<file path="config.mk">
export PLATFORM = sky130hd
export DESIGN_NAME = pc_stack_unit_flat
export DESIGN_NICKNAME = d
export VERILOG_FILES = /design/src/rtl/gumnut_pkg.sv /design/src/rtl/pc_stack_unit_if.sv /design/src/rtl/int_shadow_regs.sv /design/src/rtl/pc_stack_unit.sv /design/src/flat_wrapper.sv
export SDC_FILE = /design/constraint.sdc
export NUM_CORES = 1
export LEC_CHECK = 0
export ABC_CLOCK_PERIOD_IN_PS = 6560
export CAP_MARGIN = 0
export CORE_ASPECT_RATIO = 0.7
export CORE_MARGIN = 5
export CORE_UTILIZATION = 30
export DETAILED_ROUTE_END_ITERATION = 6
export PLACE_DENSITY = 0.46
export SLEW_MARGIN = 20
export SYNTH_ARGS = -nofsm -noshare
export SYNTH_HDL_FRONTEND = slang
export SYNTH_SLANG_ARGS = --single-unit
</file>
<file path="constraint.sdc">
create_clock -name clk_i -period 6.56 [get_ports clk_i]
set_input_delay 1.312 -clock clk_i [delete_from_list [all_inputs] [get_ports clk_i]]
set_output_delay 1.312 -clock clk_i [all_outputs]
set_load 0.03 [all_outputs]
</file>
<file path="src/rtl/gumnut_pkg.sv">
// Shared Gumnut constants and the PC-operation encoding used by control,
// newPC_unit and the return stack.
package gumnut_pkg;

    localparam int ADDR_W      = 12;
    localparam int STACK_DEPTH = 8;

    typedef enum logic [3:0] {
        PC_INC,
        PC_BZ,
        PC_BNZ,
        PC_BC,
        PC_BNC,
        PC_JMP,
        PC_ISR,
        PC_RST
    } pc_oper_e;

endpackage

</file>
<file path="src/rtl/pc_stack_unit_if.sv">
// Control-side bundle for the return stack and interrupt shadow.
interface pc_stack_unit_if #(
    parameter int ADDR_W = gumnut_pkg::ADDR_W,
    parameter int CNT_W  = $clog2(gumnut_pkg::STACK_DEPTH + 1)
);

    logic              push_i;
    logic              pop_i;
    logic [ADDR_W-1:0] push_addr_i;
    logic              clr_err_i;
    logic              int_save_i;
    logic              int_restore_i;
    logic [ADDR_W-1:0] int_pc_i;
    logic              zero_i;
    logic              carry_i;

    logic [ADDR_W-1:0] stack_addr_o;
    logic [ADDR_W-1:0] int_pc_o;
    logic              zero_o;
    logic              carry_o;
    logic              int_active_o;
    logic [CNT_W-1:0]  depth_o;
    logic              empty_o;
    logic              full_o;
    logic              overflow_o;
    logic              underflow_o;

    modport master (
        output push_i, pop_i, push_addr_i, clr_err_i,
               int_save_i, int_restore_i, int_pc_i, zero_i, carry_i,
        input  stack_addr_o, int_pc_o, zero_o, carry_o, int_active_o,
               depth_o, empty_o, full_o, overflow_o, underflow_o
    );

    modport slave (
        input  push_i, pop_i, push_addr_i, clr_err_i,
               int_save_i, int_restore_i, int_pc_i, zero_i, carry_i,
        output stack_addr_o, int_pc_o, zero_o, carry_o, int_active_o,
               depth_o, empty_o, full_o, overflow_o, underflow_o
    );

endinterface

</file>
<file path="src/rtl/int_shadow_regs.sv">
// Single-level interrupt context: return PC plus Z/C, with a live bit.
// A second save while live is dropped; restore wins over a concurrent save.
module int_shadow_regs
    import gumnut_pkg::*;
#(
    parameter int PC_W = gumnut_pkg::ADDR_W
) (
    input  logic            clk,
    input  logic            rst_n,
    input  logic            save,
    input  logic            restore,
    input  logic [PC_W-1:0] pc,
    input  logic            zero,
    input  logic            carry,
    output logic [PC_W-1:0] saved_pc,
    output logic            saved_zero,
    output logic            saved_carry,
    output logic            active
);

    // Saved values stay put on restore so control can reload them that cycle.
    always_ff @(posedge clk or negedge rst_n) begin
        if (!rst_n) begin
            saved_pc    <= '0;
            saved_zero  <= 1'b0;
            saved_carry <= 1'b0;
            active      <= 1'b0;
        end else if (restore) begin
            if (active) active <= 1'b0;
        end else if (save && !active) begin
            saved_pc    <= pc;
            saved_zero  <= zero;
            saved_carry <= carry;
            active      <= 1'b1;
        end
    end

endmodule

</file>
<file path="src/rtl/pc_stack_unit.sv">
// Return-address stack feeding newPC_unit, plus the interrupt context shadow.
// Top of stack is read combinationally so ret can use it before the pop edge.
module pc_stack_unit #(
    parameter int ADDR_W = gumnut_pkg::ADDR_W,
    parameter int DEPTH  = gumnut_pkg::STACK_DEPTH,
    parameter int CNT_W  = $clog2(DEPTH + 1)
) (
    input  logic          clk_i,
    input  logic          rst_ni,
    pc_stack_unit_if.slave bus
);

    import gumnut_pkg::*;

    localparam int IDX_W = $clog2(DEPTH);

    logic [ADDR_W-1:0] mem [DEPTH];
    logic [CNT_W-1:0]  sp, sp_nxt;
    logic [IDX_W-1:0]  top_idx, wr_idx;
    logic              empty, full, wr_en;
    logic              ev_of, ev_uf;
    logic              overflow, underflow;
    logic              push, pop;

    assign push    = bus.push_i;
    assign pop     = bus.pop_i;
    assign empty   = (sp == '0);
    assign full    = (sp == CNT_W'(DEPTH));
    assign top_idx = IDX_W'(sp - 1'b1);

    // Push+pop on a live stack overwrites the top; on empty it acts as a push.
    always_comb begin
        wr_en  = 1'b0;
        wr_idx = IDX_W'(sp);
        sp_nxt = sp;
        ev_of  = 1'b0;
        ev_uf  = 1'b0;
        if (push && pop) begin
            wr_en = 1'b1;
            if (empty) begin
                sp_nxt = sp + 1'b1;
                ev_uf  = 1'b1;
            end else begin
                wr_idx = top_idx;
            end
        end else if (push) begin
            if (full) begin
                ev_of = 1'b1;
            end else begin
                wr_en  = 1'b1;
                sp_nxt = sp + 1'b1;
            end
        end else if (pop) begin
            if (empty) ev_uf  = 1'b1;
            else       sp_nxt = sp - 1'b1;
        end
    end

    always_ff @(posedge clk_i) begin
        if (wr_en) mem[wr_idx] <= bus.push_addr_i;
    end

    // Sticky flags: a fresh error in the clearing cycle still lands.
    always_ff @(posedge clk_i or negedge rst_ni) begin
        if (!rst_ni) begin
            sp        <= '0;
            overflow  <= 1'b0;
            underflow <= 1'b0;
        end else begin
            sp        <= sp_nxt;
            overflow  <= (overflow  & ~bus.clr_err_i) | ev_of;
            underflow <= (underflow & ~bus.clr_err_i) | ev_uf;
        end
    end

    assign bus.stack_addr_o = empty ? '0 : mem[top_idx];
    assign bus.depth_o      = sp;
    assign bus.empty_o      = empty;
    assign bus.full_o       = full;
    assign bus.overflow_o   = overflow;
    assign bus.underflow_o  = underflow;

    int_shadow_regs #(
        .PC_W (ADDR_W)
    ) u_shadow (
        .clk         (clk_i),
        .rst_n       (rst_ni),
        .save        (bus.int_save_i),
        .restore     (bus.int_restore_i),
        .pc          (bus.int_pc_i),
        .zero        (bus.zero_i),
        .carry       (bus.carry_i),
        .saved_pc    (bus.int_pc_o),
        .saved_zero  (bus.zero_o),
        .saved_carry (bus.carry_o),
        .active      (bus.int_active_o)
    );

endmodule
</file>
<file path="src/flat_wrapper.sv">
// flat-port wrapper written by rule: the top's interface ports become plain ports
module pc_stack_unit_flat import gumnut_pkg::*;
#(
    parameter int ADDR_W = gumnut_pkg::ADDR_W,
    parameter int DEPTH  = gumnut_pkg::STACK_DEPTH,
    parameter int CNT_W  = $clog2(DEPTH + 1)
)
  (clk_i, rst_ni, bus_push_i, bus_pop_i, bus_push_addr_i, bus_clr_err_i, bus_int_save_i, bus_int_restore_i, bus_int_pc_i, bus_zero_i, bus_carry_i, bus_stack_addr_o, bus_int_pc_o, bus_zero_o, bus_carry_o, bus_int_active_o, bus_depth_o, bus_empty_o, bus_full_o, bus_overflow_o, bus_underflow_o);
  pc_stack_unit_if #(.ADDR_W(ADDR_W), .CNT_W(CNT_W)) bus_i ();
  input  logic clk_i;
  input  logic rst_ni;
  input wire logic [$bits(bus_i.push_i)-1:0] bus_push_i;
  input wire logic [$bits(bus_i.pop_i)-1:0] bus_pop_i;
  input wire logic [$bits(bus_i.push_addr_i)-1:0] bus_push_addr_i;
  input wire logic [$bits(bus_i.clr_err_i)-1:0] bus_clr_err_i;
  input wire logic [$bits(bus_i.int_save_i)-1:0] bus_int_save_i;
  input wire logic [$bits(bus_i.int_restore_i)-1:0] bus_int_restore_i;
  input wire logic [$bits(bus_i.int_pc_i)-1:0] bus_int_pc_i;
  input wire logic [$bits(bus_i.zero_i)-1:0] bus_zero_i;
  input wire logic [$bits(bus_i.carry_i)-1:0] bus_carry_i;
  output wire logic [$bits(bus_i.stack_addr_o)-1:0] bus_stack_addr_o;
  output wire logic [$bits(bus_i.int_pc_o)-1:0] bus_int_pc_o;
  output wire logic [$bits(bus_i.zero_o)-1:0] bus_zero_o;
  output wire logic [$bits(bus_i.carry_o)-1:0] bus_carry_o;
  output wire logic [$bits(bus_i.int_active_o)-1:0] bus_int_active_o;
  output wire logic [$bits(bus_i.depth_o)-1:0] bus_depth_o;
  output wire logic [$bits(bus_i.empty_o)-1:0] bus_empty_o;
  output wire logic [$bits(bus_i.full_o)-1:0] bus_full_o;
  output wire logic [$bits(bus_i.overflow_o)-1:0] bus_overflow_o;
  output wire logic [$bits(bus_i.underflow_o)-1:0] bus_underflow_o;
  assign bus_i.push_i = bus_push_i;
  assign bus_i.pop_i = bus_pop_i;
  assign bus_i.push_addr_i = bus_push_addr_i;
  assign bus_i.clr_err_i = bus_clr_err_i;
  assign bus_i.int_save_i = bus_int_save_i;
  assign bus_i.int_restore_i = bus_int_restore_i;
  assign bus_i.int_pc_i = bus_int_pc_i;
  assign bus_i.zero_i = bus_zero_i;
  assign bus_i.carry_i = bus_carry_i;
  assign bus_stack_addr_o = bus_i.stack_addr_o;
  assign bus_int_pc_o = bus_i.int_pc_o;
  assign bus_zero_o = bus_i.zero_o;
  assign bus_carry_o = bus_i.carry_o;
  assign bus_int_active_o = bus_i.int_active_o;
  assign bus_depth_o = bus_i.depth_o;
  assign bus_empty_o = bus_i.empty_o;
  assign bus_full_o = bus_i.full_o;
  assign bus_overflow_o = bus_i.overflow_o;
  assign bus_underflow_o = bus_i.underflow_o;
  pc_stack_unit #(.ADDR_W(ADDR_W), .DEPTH(DEPTH), .CNT_W(CNT_W)) u_core (.clk_i(clk_i), .rst_ni(rst_ni), .bus(bus_i));
endmodule
</file>
==> summary.txt <==
Outcome
  – Status: completed

Logic synthesis
  – Syn avg cell area: between 15 and 20 sq um
  – Most numerous cell in the Yosys netlist: edfxtp_1
  – Top_reg_cell synth: edfxtp_1
  – Ys Warns: 0
  – Mux cell area share after synthesis: 15.9%
  – Syn Inst Count: 258
  – Simple-gate share of the synthesized area: 4.27%
  – Post-Synth Adder-Cell Area: less than 1%
  – Xor/xnor share of the synthesized area: less than 1%
  – Syn_nets: slightly below 300
  – Asr flop ratio synth: 17.9%
  – Main combinational cell family by area after synthesis: multiplexers
  – Post-synth EDFFs: 96
  – Post-synthesis sequential area ratio: between 70 and 80%
  – Distinct cell type count after synthesis: 34
  – Synthesized area: approximately 0.0047 sq mm
  – Post-synthesis register bit count: ~120
  – Commonest cells post-synth: edfxtp_1, o21ai_0, mux4_2
  – Area share of the largest cell type after synthesis: 61.1%
  – Leading area contributor after synthesis: edfxtp_1
  – Synth Area in Compound Gates: about 4.2%
  – Ranking of synthesized cells by area: edfxtp_1, mux4_2, dfrtp_1

Global route
  – GRT Util Overall: approximately 12%
  – First-pass GRT wire length: 16600 um
  – GRT overflow: 0
  – Largest net degree at the start of global routing: 32
  – Initial antenna violation count: 0
  – Number of global-route vias before repair: 2815

STA
  – Final worst-path cycle share: roughly three quarters
  – Final clock skew: between 0.007 and 0.008 ns
  – Peak Freq: 199 MHz
  – Final Slew Violations: 0
  – Tmin final: ~5.0 ns
  – Final Setup Violations: 0
  – Least-Margin Pin Slew: around 1.0 ns
  – RSZ-0062 raised after global routing: no
  – Rel. slew slack: a little under 30%
  – Setup TNS: 0 ns
  – Final hold violations: 0

Placed design
  – Hpwl dp: just over 7000 um
  – Port bufs: between 60 and 70
  – Placer Congestion: 0.740
  – Post-DP Area: 0.00568 sq mm

Clock network
  – CTS tree: done
  – H-tree depth: 4
  – Sink Count: approximately 120
  – CTS Hold Buffers Added: 0
  – CTS buffer count: 17
  – Clk root buf: clkbuf_16
  – Worst-Skew Late Latency: between 0.4 and 0.5 ns
  – CTS Buffer Depth: 2
  – Post-CTS setup buffer count: 0
  – Worst-path clk slew: about 0.050 ns
  – Post-cts resize count: 0

Layout
  – Post-route cell area: 0.00623 sq mm
  – Footprint of the multi-input gates: roughly 0.0013 sq mm
  – Ratio of cells with drive above 1 in the final layout: between 20% and 30%
  – Nets: around 380
  – Register area: about 0.0034 sq mm
  – Finished Core Util: 40.3%
  – ANT cells: 0
  – Fillcell total: ~1400
  – Area growth from synthesis to layout: 32.2%

Job
  – Max Cap Violations: 0

Route
  – Drt via density: roughly 4.7
  – DRT antenna net count: 0
  – Post-route DRC: 0
  – Post-DR wirelength/cell: 19.7 um
  – First-pass detailed-route iteration total: 4
  – Routed vias: between 2000 and 3000
  – Drt total wl: about 11000 um
  – DRT iter0 DRCs: 99

Die
  – I/O pin cnt: 68
  – Die area: roughly 0.018 sq mm
  – Die Y: roughly 110 um
  – Initial Util: between 30 and 40%
  – Core area: 0.0155 sq mm
  – Die span in x: roughly 160 um
  – # rows: 38

Setup path
  – Nature of the critical path endpoint: primary output
  – Setup slack, reg-to-reg: roughly 3 ns
  – Crit path DAT: 3.72 ns
  – R2R Path Start: u_core.bus.depth_o[0]
  – Critical Path RT: around 5.3 ns
  – CP Launch Type: flop
  – Reg2Reg Depth: 7
  – Critical path class: reg -> out
  – Crit-path max FO: 31
  – R2R Path End: u_core.mem[4][3]

Worst hold path
  – Worst min path class: reg -> reg
  – Worst Hold Depth: 1
  – HP Start: u_core.bus.overflow_o
  – Hold endpoint: u_core.bus.overflow_o

Power and ir drop
  – Final Power: between 3 and 4 mW
  – Pwr dens: roughly 500 mW/mm^2
  – Static leakage: between 2 and 2.5 nW
  – Worst VDD drop: between 300 and 400 uV
==> placed cells by master (no fill, tap or decap), types with 2 or more instances in the layout <==
master and instances:
edfxtp_1 96, clkdlybuf4s50_1 67, o21ai_0 26, mux4_2 24, dfrtp_1 20, clkbuf_16 17
mux2_2 15, nand2_1 13, buf_4 10, nor3_2 8, clkinv_2 6, nor2_1 5
inv_1 4, mux2i_1 4, xor2_1 4, nor3_1 3, clkinvlp_4 3, a211oi_1 2
ha_1 2, clkinv_4 2
==> worst max path at each step <==
stage | slack, ns | cells past startpoint | endpoint | start
floorplan | 2.91 | 8 | bus_stack_addr_o[10] | u_core.bus.depth_o[0]
global placement | 1.64 | 7 | bus_stack_addr_o[6] | u_core.bus.depth_o[0]
detailed placement | 1.52 | 7 | bus_stack_addr_o[6] | u_core.bus.depth_o[0]
CTS | 1.07 | 7 | bus_stack_addr_o[6] | u_core.bus.depth_o[0]
global route | 1.21 | 7 | bus_stack_addr_o[5] | u_core.bus.depth_o[0]
finish | 1.53 | 7 | bus_stack_addr_o[6] | u_core.bus.depth_o[0]
==> sequential cells by signal, indices dropped and copies added, names as in the netlist <==
signal,flops
u_core.u_shadow.active,1
u_core.bus.depth_o,4
u_core.u_shadow.saved_pc,12
u_core.mem,96
u_core.u_shadow.saved_carry,1
u_core.u_shadow.saved_zero,1
u_core.bus.overflow_o,1
u_core.bus.underflow_o,1
==> worst max-delay path, stage by stage, from the launching register on <==
cell,delay (ns)
dfrtp_4,0.82
inv_1,0.22
ha_1,0.79
buf_4,0.36
mux4_2,0.32
o21ai_0,0.10
nand2_1,0.09
clkdlybuf4s50_1,0.59
==> cell type report <==
| cell class | instances | area share (%) |
|---|---|---|
| clock buffers | 18 | 6.88 |
| multi-input cells | 123 | 20.4 |
| repair buffers | 77 | 12.0 |
| clock inverters | 14 | 1.81 |
| flip-flops and latches | 117 | 54.7 |
| inverters | 4 | 0.241 |
| well taps | 200 | 4.01 |
==> routing by layer <==
metal	wire [um]	track usage, %	vias to the layer above
li1	-	-	1193
met1	5070	16.7	1324
met2	5230	19.0	46
met3	475	4.37	13
met4	129	3.78	0
met5	0	0	-
==> kinds of logic after synthesis <==
kind of cell               after synthesis
adders and majority gates                2
DFF                                    117
AOI/OAI and AO/OA                       34
xor gates and xnor gates                 5
buffers and inverters                   18
muxes                                   43
and+or+nand+nor                         39
==> stage by stage <==
step / hold slack, ns / setup WS, ns / cells
after floorplan: 0.671 / 2.91 / 258
after global placement: 0.484 / 1.64 / 521
after detailed placement: 0.485 / 1.52 / 521
after CTS: 0.496 / 1.07 / 553
after global routing: 0.522 / 1.21 / 553
final: 0.492 / 1.53 / 553
==> power by group <==
part	internal, mW	leakage (nW)	total, mW	switching [mW]
Clock	0.515	0.263	0.839	0.323
Combinational	0.550	0.764	1.25	0.700
Sequential	0.937	1.12	1.04	0.107
(Power assumes the default switching activity.)
